### src/rtl/bram_march_tester.sv
// Self-test sequencer for a byte-masked 32-bit block RAM: fill, verify, masked write, verify.
// Reports pass/fail, a saturating error count and the first failing address/data.
module bram_march_tester #(
  parameter int          ADDR_WIDTH = 8,
  parameter logic [31:0] SEED       = 32'h0000_0000
) (
  input  logic                  clock,
  input  logic                  reset,
  input  logic                  start,
  output logic                  busy,
  output logic                  done,
  output logic                  pass,
  output logic [7:0]            err_count,
  output logic [ADDR_WIDTH-1:0] fail_addr,
  output logic [31:0]           fail_data,
  output logic [ADDR_WIDTH-1:0] raddr,
  input  logic [31:0]           rdata,
  output logic [ADDR_WIDTH-1:0] waddr,
  output logic [31:0]           wdata,
  output logic [3:0]            wmask,
  output logic                  wren
);

  typedef enum logic [2:0] {
    S_IDLE = 3'd0,
    S_FILL = 3'd1,
    S_VER0 = 3'd2,
    S_MASK = 3'd3,
    S_VER1 = 3'd4,
    S_DONE = 3'd5
  } state_e;

  localparam logic [ADDR_WIDTH-1:0] ZERO_ADDR = {ADDR_WIDTH{1'b0}};
  localparam logic [ADDR_WIDTH-1:0] ONE_ADDR  = {{(ADDR_WIDTH-1){1'b0}}, 1'b1};
  localparam logic [ADDR_WIDTH-1:0] LAST_ADDR = {ADDR_WIDTH{1'b1}};

  function automatic logic [31:0] pat(input logic [ADDR_WIDTH-1:0] a);
    logic [31:0] a32;
    logic [7:0]  b;
    a32 = 32'(a);
    b   = a32[7:0];
    return SEED ^ {b, b, b, b};
  endfunction

  function automatic logic [3:0] lane(input logic [ADDR_WIDTH-1:0] a);
    return 4'b0001 << a[1:0];
  endfunction

  function automatic logic [31:0] lane_bits(input logic [3:0] m);
    return {{8{m[3]}}, {8{m[2]}}, {8{m[1]}}, {8{m[0]}}};
  endfunction

  state_e                  state_q;
  logic                    busy_q, done_q, pass_q, wren_q, first_q;
  logic [7:0]              err_q;
  logic [ADDR_WIDTH-1:0]   fail_addr_q, raddr_q, waddr_q;
  logic [31:0]             fail_data_q, wdata_q;
  logic [3:0]              wmask_q;
  logic                    rd_en_q;
  // The compare stage carries its own address and phase so the final
  // VER0 word is still judged after the state has moved on to MASK.
  logic                    cmp_valid_q, cmp_ver1_q;
  logic [ADDR_WIDTH-1:0]   cmp_addr_q;

  logic [31:0]             exp_s;
  logic                    mismatch_s;
  logic [7:0]              err_d;
  logic [ADDR_WIDTH-1:0]   waddr_inc_s;

  assign busy      = busy_q;
  assign done      = done_q;
  assign pass      = pass_q;
  assign err_count = err_q;
  assign fail_addr = fail_addr_q;
  assign fail_data = fail_data_q;
  assign raddr     = raddr_q;
  assign waddr     = waddr_q;
  assign wdata     = wdata_q;
  assign wmask     = wmask_q;
  assign wren      = wren_q;

  assign waddr_inc_s = waddr_q + ONE_ADDR;

  // Expected word, mismatch detection and saturating error count.
  always_comb begin
    exp_s      = pat(cmp_addr_q);
    mismatch_s = 1'b0;
    err_d      = err_q;
    if (cmp_ver1_q) begin
      exp_s = pat(cmp_addr_q) ^ lane_bits(lane(cmp_addr_q));
    end else begin
      exp_s = pat(cmp_addr_q);
    end
    mismatch_s = cmp_valid_q && (rdata != exp_s);
    if (mismatch_s && (err_q != 8'hFF)) begin
      err_d = err_q + 8'd1;
    end else begin
      err_d = err_q;
    end
  end

  // Sequencer, compare pipeline and result registers.
  always_ff @(posedge clock or posedge reset) begin
    if (reset) begin
      state_q     <= S_IDLE;
      busy_q      <= 1'b0;
      done_q      <= 1'b0;
      pass_q      <= 1'b0;
      err_q       <= 8'd0;
      first_q     <= 1'b0;
      fail_addr_q <= ZERO_ADDR;
      fail_data_q <= 32'd0;
      raddr_q     <= ZERO_ADDR;
      rd_en_q     <= 1'b0;
      waddr_q     <= ZERO_ADDR;
      wdata_q     <= 32'd0;
      wmask_q     <= 4'd0;
      wren_q      <= 1'b0;
      cmp_valid_q <= 1'b0;
      cmp_ver1_q  <= 1'b0;
      cmp_addr_q  <= ZERO_ADDR;
    end else begin
      cmp_valid_q <= rd_en_q;
      cmp_addr_q  <= raddr_q;
      cmp_ver1_q  <= (state_q == S_VER1);
      err_q       <= err_d;
      if (mismatch_s && !first_q) begin
        first_q     <= 1'b1;
        fail_addr_q <= cmp_addr_q;
        fail_data_q <= rdata;
      end
      case (state_q)
        S_IDLE, S_DONE: begin
          if (start) begin
            state_q     <= S_FILL;
            busy_q      <= 1'b1;
            done_q      <= 1'b0;
            pass_q      <= 1'b0;
            err_q       <= 8'd0;
            first_q     <= 1'b0;
            fail_addr_q <= ZERO_ADDR;
            fail_data_q <= 32'd0;
            wren_q      <= 1'b1;
            wmask_q     <= 4'hF;
            waddr_q     <= ZERO_ADDR;
            wdata_q     <= pat(ZERO_ADDR);
          end
        end
        S_FILL, S_MASK: begin
          if (waddr_q == LAST_ADDR) begin
            state_q <= (state_q == S_FILL) ? S_VER0 : S_VER1;
            wren_q  <= 1'b0;
            wmask_q <= 4'd0;
            rd_en_q <= 1'b1;
            raddr_q <= ZERO_ADDR;
          end else if (state_q == S_FILL) begin
            waddr_q <= waddr_inc_s;
            wdata_q <= pat(waddr_inc_s);
          end else begin
            waddr_q <= waddr_inc_s;
            wmask_q <= lane(waddr_inc_s);
            wdata_q <= ~pat(waddr_inc_s);
          end
        end
        S_VER0, S_VER1: begin
          if (rd_en_q) begin
            if (raddr_q == LAST_ADDR) begin
              rd_en_q <= 1'b0;
            end else begin
              raddr_q <= raddr_q + ONE_ADDR;
            end
          end else if (state_q == S_VER0) begin
            state_q <= S_MASK;
            wren_q  <= 1'b1;
            wmask_q <= lane(ZERO_ADDR);
            waddr_q <= ZERO_ADDR;
            wdata_q <= ~pat(ZERO_ADDR);
          end else begin
            // err_d already includes the last VER1 compare landing this edge.
            state_q <= S_DONE;
            busy_q  <= 1'b0;
            done_q  <= 1'b1;
            pass_q  <= (err_d == 8'd0);
          end
        end
        default: begin
          state_q <= S_IDLE;
          busy_q  <= 1'b0;
          wren_q  <= 1'b0;
          wmask_q <= 4'd0;
          rd_en_q <= 1'b0;
        end
      endcase
    end
  end

endmodule

### config.mk
export PLATFORM = sky130hd
export DESIGN_NAME = bram_march_tester
export DESIGN_NICKNAME = d
export VERILOG_FILES = /design/src/rtl/bram_march_tester.sv
export SDC_FILE = /design/constraint.sdc
export NUM_CORES = 1
export LEC_CHECK = 0
export BUFFER_PORTS_ARGS = -buffer_cell sky130_fd_sc_hd__buf_4
export CORE_UTILIZATION = 35
export CTS_CLUSTER_SIZE = 40
export DETAILED_ROUTE_END_ITERATION = 10
export GPL_ROUTABILITY_DRIVEN = 0
export SLEW_MARGIN = 20
export SYNTH_ARGS = -nofsm -noshare
export SYNTH_HDL_FRONTEND = slang
export SYNTH_SLANG_ARGS = --single-unit
### constraint.sdc
create_clock -name clock -period 3.3 [get_ports clock]
set_input_delay 0.33 -clock clock [delete_from_list [all_inputs] [get_ports clock]]
set_output_delay 0.33 -clock clock [all_outputs]
set_load 0.02 [all_outputs]
After elaboration in Yosys (flattened, before gate mapping)
Index checks and enable logic that the tools add are counted.
{"block": "op_classes", "shifts": 2, "bitwise": 4, "add_sub_neg": 3, "n_eq_ne": 18, "reduce_logical": 20, "mux": 59}
{"op": "$mux 32", "n": 9}
{"op": "$mux 8", "n": 13}
{"op": "$pmux 32 s3", "n": 1}
{"op": "$ne 32x32->1", "n": 1}
{"op": "$not 32->32", "n": 1}
{"op": "$xor 32x32->32", "n": 1}
{"op": "$add 8x1->8 const B", "n": 3}
{"op": "$pmux 8 s3", "n": 1}
{"op": "$mux 4", "n": 5}
{"op": "$reduce_and 4->1", "n": 5}
{"op": "$mux 1", "n": 17}
{"op": "$eq 8x8->1 const B", "n": 2}
{"op": "$ne 2x2->1 const B", "n": 8}
{"op": "$pmux 8 s2", "n": 1}
{"op": "$mux 3", "n": 5}
{"op": "$pmux 4 s3", "n": 1}
{"op": "$pmux 1 s3", "n": 3}
{"op": "$pmux 3 s3", "n": 1}
{"op": "$logic_not 8->1", "n": 1}
{"op": "$ne 8x8->1 const B", "n": 1}
{"op": "$shl 1x2->4 const A", "n": 2}
{"op": "$eq 3x2->1 const B", "n": 2}
{"op": "$eq 3x3->1 const B", "n": 2}
{"op": "$reduce_or 2->1", "n": 3}
{"op": "other kinds (12)", "n": 17}
{"block": "word_totals", "ff_bits": 119, "wordCells": 123, "out_inout_bits": 104, "inputBits": 35}

Depth between registers and ports, before layout
{"block": "depth", "ltp_word": 11, "depth_mapped": 11}

Least setup slack after synthesis
Ideal clock, no wire load.
{"block": "synth_path", "kind": "register to register", "start": "register waddr_q[0], in the netlist waddr[0]", "end": "register wdata_q[23], in the netlist wdata[23]", "path_slack_ps": 623, "setup_ps": 125, "stages_incl_launch_ff": 11, "arrival_ps": 2552, "t_required_ps": 3175, "path_buffers": 2, "cell_sequence": "dfrtp_1 ha_1 and3_1 and3_1 clkbuf_1 nand3_1 nand2_1 o21ai_1 a21oi_2 buf_4 mux2_2"}
{"block": "synth_via", "elab_chain_len": 5}
{"element": "start, declared", "line": "56", "text": "logic [ADDR_WIDTH-1:0] fail_addr_q, raddr_q, waddr_q;"}
{"element": "start signal, assigned", "line": "157", "text": "waddr_q <= waddr_inc_s;"}
{"element": "start signal, assigned", "line": "160", "text": "waddr_q <= waddr_inc_s;"}
{"element": "$add 8x1->8", "line": "82", "text": "assign waddr_inc_s = waddr_q + ONE_ADDR;"}
{"element": "$not 32->32", "line": "162", "text": "wdata_q <= ~pat(waddr_inc_s);"}
{"element": "$mux 32", "line": "156", "text": "end else if (state_q == S_FILL) begin"}
{"element": "$mux 32", "line": "150", "text": "if (waddr_q == LAST_ADDR) begin"}
{"element": "$pmux 32 s3", "line": "132", "text": "case (state_q)"}
{"element": "end signal, assigned", "line": "146", "text": "wdata_q <= pat(ZERO_ADDR);"}
{"element": "end signal, assigned", "line": "158", "text": "wdata_q <= pat(waddr_inc_s);"}
{"element": "end signal, assigned", "line": "162"}
{"element": "end, declared", "line": "57", "text": "logic [31:0] fail_data_q, wdata_q;"}
Several ways; a longest one is shown, not always the timed one. The select of a mux whose other input is x is not followed.
A chain may end at the register's enable or synchronous reset.

Worst setup path in the final report
{"block": "layout_path", "start": "register cmp_ver1_q", "end": "register err_q[4], in the netlist err_count[4]"}
{"block": "layout_via", "elab_chain_len": 7}
{"element": "start, declared", "line": "62", "text": "logic cmp_valid_q, cmp_ver1_q;"}
{"element": "start signal, assigned", "line": "125", "text": "cmp_ver1_q <= (state_q == S_VER1);"}
{"element": "$mux 32 *", "line": "89", "text": "if (cmp_ver1_q) begin"}
{"element": "$ne 32x32->1 *", "line": "94", "text": "mismatch_s = cmp_valid_q && (rdata != exp_s);"}
{"element": "$logic_and 1x1->1 *", "line": "94"}
{"element": "$logic_and 1x1->1 *", "line": "95", "text": "if (mismatch_s && (err_q != 8'hFF)) begin"}
{"element": "$mux 8 *", "line": "95"}
{"element": "$mux 8", "line": "134", "text": "if (start) begin"}
{"element": "$mux 8 *", "line": "132"}
{"element": "end signal, assigned", "line": "126", "text": "err_q <= err_d;"}
{"element": "end, declared", "line": "55", "text": "logic [7:0] err_q;"}
Every way passes the cells marked *; elsewhere a longest branch is shown, timed or not.

==> reports/metrics.cfg <==
[cells_and_area]
final_common_cell=buf_4
final_cell_mix=buf_4 (146), dfrtp_1 (95), nand2_1 (71)
synthToLayoutAreaGrowth_pct=23.7
post-route-util_pct=44.1
drive_above_1_share_pct=26.2
final_nets=740
diodes=0
final_area_um2=6680

[timing]
tightest_slew_ns=1.03
tns_ns=0
period_needed_ns=2.95
fin_crit_sh_pct=89.5
maxSlewViolCount=0
skew_ns=0.00885
finalSetupViolCount=0
clock.fmax_ghz=0.338
rsz0062_at_grt=false
slew-limit-headroom_pct=31.2
hold_viol=0

[synthesis]
synthArstFlopShare_pct=100
syn_nets=648
synthAdderAreaFrac_pct=1.62
yosysSeqAreaShare_pct=44.0
syn-cell-area_um2=5400
synth-edff-count=0
synthCells=606
synth.distinct_cells=59
synth.yosys.warnings=0
synth_top_family_by_area=simple AND/OR/NAND/NOR gates
ys_ff_latch=95
yosys.area_share.simple_pct=20.0
synth_area_per_cell_um2=8.91
synth_compound_area_share_pct=15.5
synth_xor_xnor_area_share_pct=6.95
synthMuxAreaShare_pct=4.17
yosys_most_used_dff=dfrtp_1

[critical_path]
cp_common_cell=nand2_1
cp_data_required_time_ns=3.59
critPathLaunchType=flop
path_class=flop to flop
reg2reg_setup_slack_ns=0.35
reg2reg_depth=8
crit_chain=nor2b_1, o32ai_1, nor4_1, nand2_1, nor4_4, a31oi_1, a211o_1, nand2_1
cp_slowest_cell=dfrtp_1
end_kind=flop
critical_path_arrival_ns=3.24
r2r-end=err_count[4]
crit_path_max_fanout=13
regToRegStartpoint=cmp_ver1_q
crit_path_max_incr_delay_ns=0.55

[clock_network]
cts_resized=0
cts_tree=yes
clock_sinks=95
htreeDepth=3
ctsLongestPathBuffers=2
ctsHoldBuffers=0
cts.clk_slew.worst_paths_ns=0.06
post_cts_buffers=0
cts_inserted_buffers=9
root_buffer=clkbuf_16
clk_latency_ns=0.35

[detailed_routing]
drc=0
wl_met2_um=6620
viasPerCell=5.37
wl_per_cell_um=15.9
vias=4789
drt_wl_total_um=14200
ant_nets=0
top_layer=met4
route.met3.wl_um=1040
drt-pass1-iter-count=6
drt-met1-wl_um=6250
drtIter0Drc=356

[flow_run]
cap_violations=0

[global_routing]
gr-usage-all-layers_pct=18.3
antenna_found_initial=0
grt_max_degree=81
grt_pass1_vias=4445
grt_pass1_wl_um=23000
grt_remaining_overflow=0

[place]
hpwl_um=10400
placed_area_um2=6400
io_buffer_count=138

[die]
die_w_um=126
io_pins=139
die_area_um2=15900
initial_core_util_pct=35.6
coreArea_um2=15100
dieHeight_um=126
placementRows=45

[power_and_ir_drop]
p_leak_nw=3.07
ir_worst_vdd_mv=0.522
power.density_nw_per_um2=781

[run_status]
status=finished clean

[hold_path]
worst_hold_path_type=input port to asynchronous set/reset pin

[layout make-up]
class | count | area, um^2
clock buffers | 11 | 243
fillers | 1494 | 8470
clock inverters | 5 | 33.8
multi-input cells | 430 | 2620
flip-flops and latches | 95 | 2380
well taps | 188 | 235
repair buffers | 147 | 1120
inverters | 15 | 58.8
[through the flow]
| stage | hold WS (ns) | power [W] | setup slack [ns] | instances |
|---|---|---|---|---|
| 5_1_grt | 0.140 | 0.00553 | 0.0317 | 891 |
| 4_1_cts | 0.106 | 0.00527 | 0.364 | 891 |
| 3_5_place_dp | 0.452 | 0.00427 | 0.374 | 875 |
| 6_report | 0.0660 | 0.00522 | 0.345 | 891 |
| 3_3_place_gp | 0.461 | 0.00422 | 0.502 | 875 |
| 2_1_floorplan | 0.460 | 0.00341 | 0.493 | 606 |
[cells in the mapped netlist, types with 2 or more instances]
| cell | number | area share (%) |
|---|---|---|
| o22ai_1 | 4 | 0.46 |
| xnor2_1 | 20 | 3.2 |
| a31o_2 | 2 | 0.32 |
| xor2_1 | 21 | 3.4 |
| mux2_2 | 11 | 2.3 |
| a31oi_1 | 3 | 0.35 |
| a211o_1 | 2 | 0.32 |
| a31o_1 | 3 | 0.49 |
| and2_1 | 3 | 0.35 |
| and4_1 | 3 | 0.49 |
| nand4b_1 | 2 | 0.32 |
| nor3_1 | 8 | 0.74 |
| o31ai_1 | 2 | 0.28 |
| a21oi_1 | 20 | 1.9 |
| o32ai_1 | 2 | 0.32 |
| o21a_1 | 4 | 0.56 |
| nand3_1 | 55 | 5.1 |
| nand2_1 | 71 | 4.9 |
| o21ai_1 | 41 | 3.8 |
| buf_2 | 9 | 0.83 |
| clkbuf_1 | 26 | 1.8 |
| buf_4 | 27 | 3.8 |
| o21ai_0 | 32 | 3.0 |
| nor4_1 | 3 | 0.35 |
| dfrtp_1 | 95 | 44 |
| buf_1 | 4 | 0.28 |
| ha_1 | 7 | 1.6 |
| nand4_1 | 13 | 1.5 |
| mux2i_1 | 9 | 1.7 |
| nor2_1 | 37 | 2.6 |
| a221oi_1 | 3 | 0.49 |
| o211ai_1 | 4 | 0.56 |
| inv_1 | 15 | 1.0 |
| a211oi_1 | 2 | 0.28 |
| nand2b_1 | 4 | 0.46 |
| nor2b_1 | 7 | 0.81 |
| or3_1 | 3 | 0.35 |
| and3_1 | 8 | 0.93 |
[power breakdown]
part           switching, W  internal, W  leakage (nW)  total [W]
sequential         0.000377      0.00153          1.21    0.00191
combinational       0.00127      0.00105          1.73    0.00233
clock              0.000454     0.000530         0.132   0.000984
total               0.00210      0.00312          3.07    0.00522
[cell families after synthesis]
group                    Yosys count
AO/OA/AOI/OAI                    138
XOR/XNOR                          42
adder cells (fa/ha/maj)            7
buffers and inverters             81
flip-flops                        95
multiplexers                      21
AND/OR/NAND/NOR                  222
[worst max-delay path: cells and delay by family, from the launching register on]
kind / cells / cell delay [ns]
AND/OR/NAND/NOR: 5 / 1.37
AO/OA/AOI/OAI: 3 / 0.97
flip-flops: 1 / 0.55
[per-layer routing]
layer  global-route usage, %  up-vias
met2                    28.7      204
met4                    6.80        0
met1                    24.0     2292
li1                        -     2270
met5                       0        -
met3                    5.18       23
[sequential cells by signal, summed over array words and instances, names as in the netlist]
register / flops
waddr: 8
first_q: 1
err_count: 8
fail_addr: 8
wdata: 8
wren: 1
done: 1
pass: 1
fail_data: 32
rd_en_q: 1
busy: 1
raddr: 8
cmp_ver1_q: 1
state_q: 3
cmp_valid_q: 1
wmask: 4
cmp_addr_q: 8
[worst max-delay path by stage]
stage / start / to / slack (ns)
floorplan: reset / busy / 0.49
global placement: cmp_ver1_q / err_count[5] / 0.50
detailed placement: cmp_ver1_q / err_count[7] / 0.37
CTS: cmp_ver1_q / err_count[7] / 0.36
global route: cmp_ver1_q / err_count[7] / 0.03
finish: cmp_ver1_q / err_count[4] / 0.35
(Power assumes the default switching activity.)
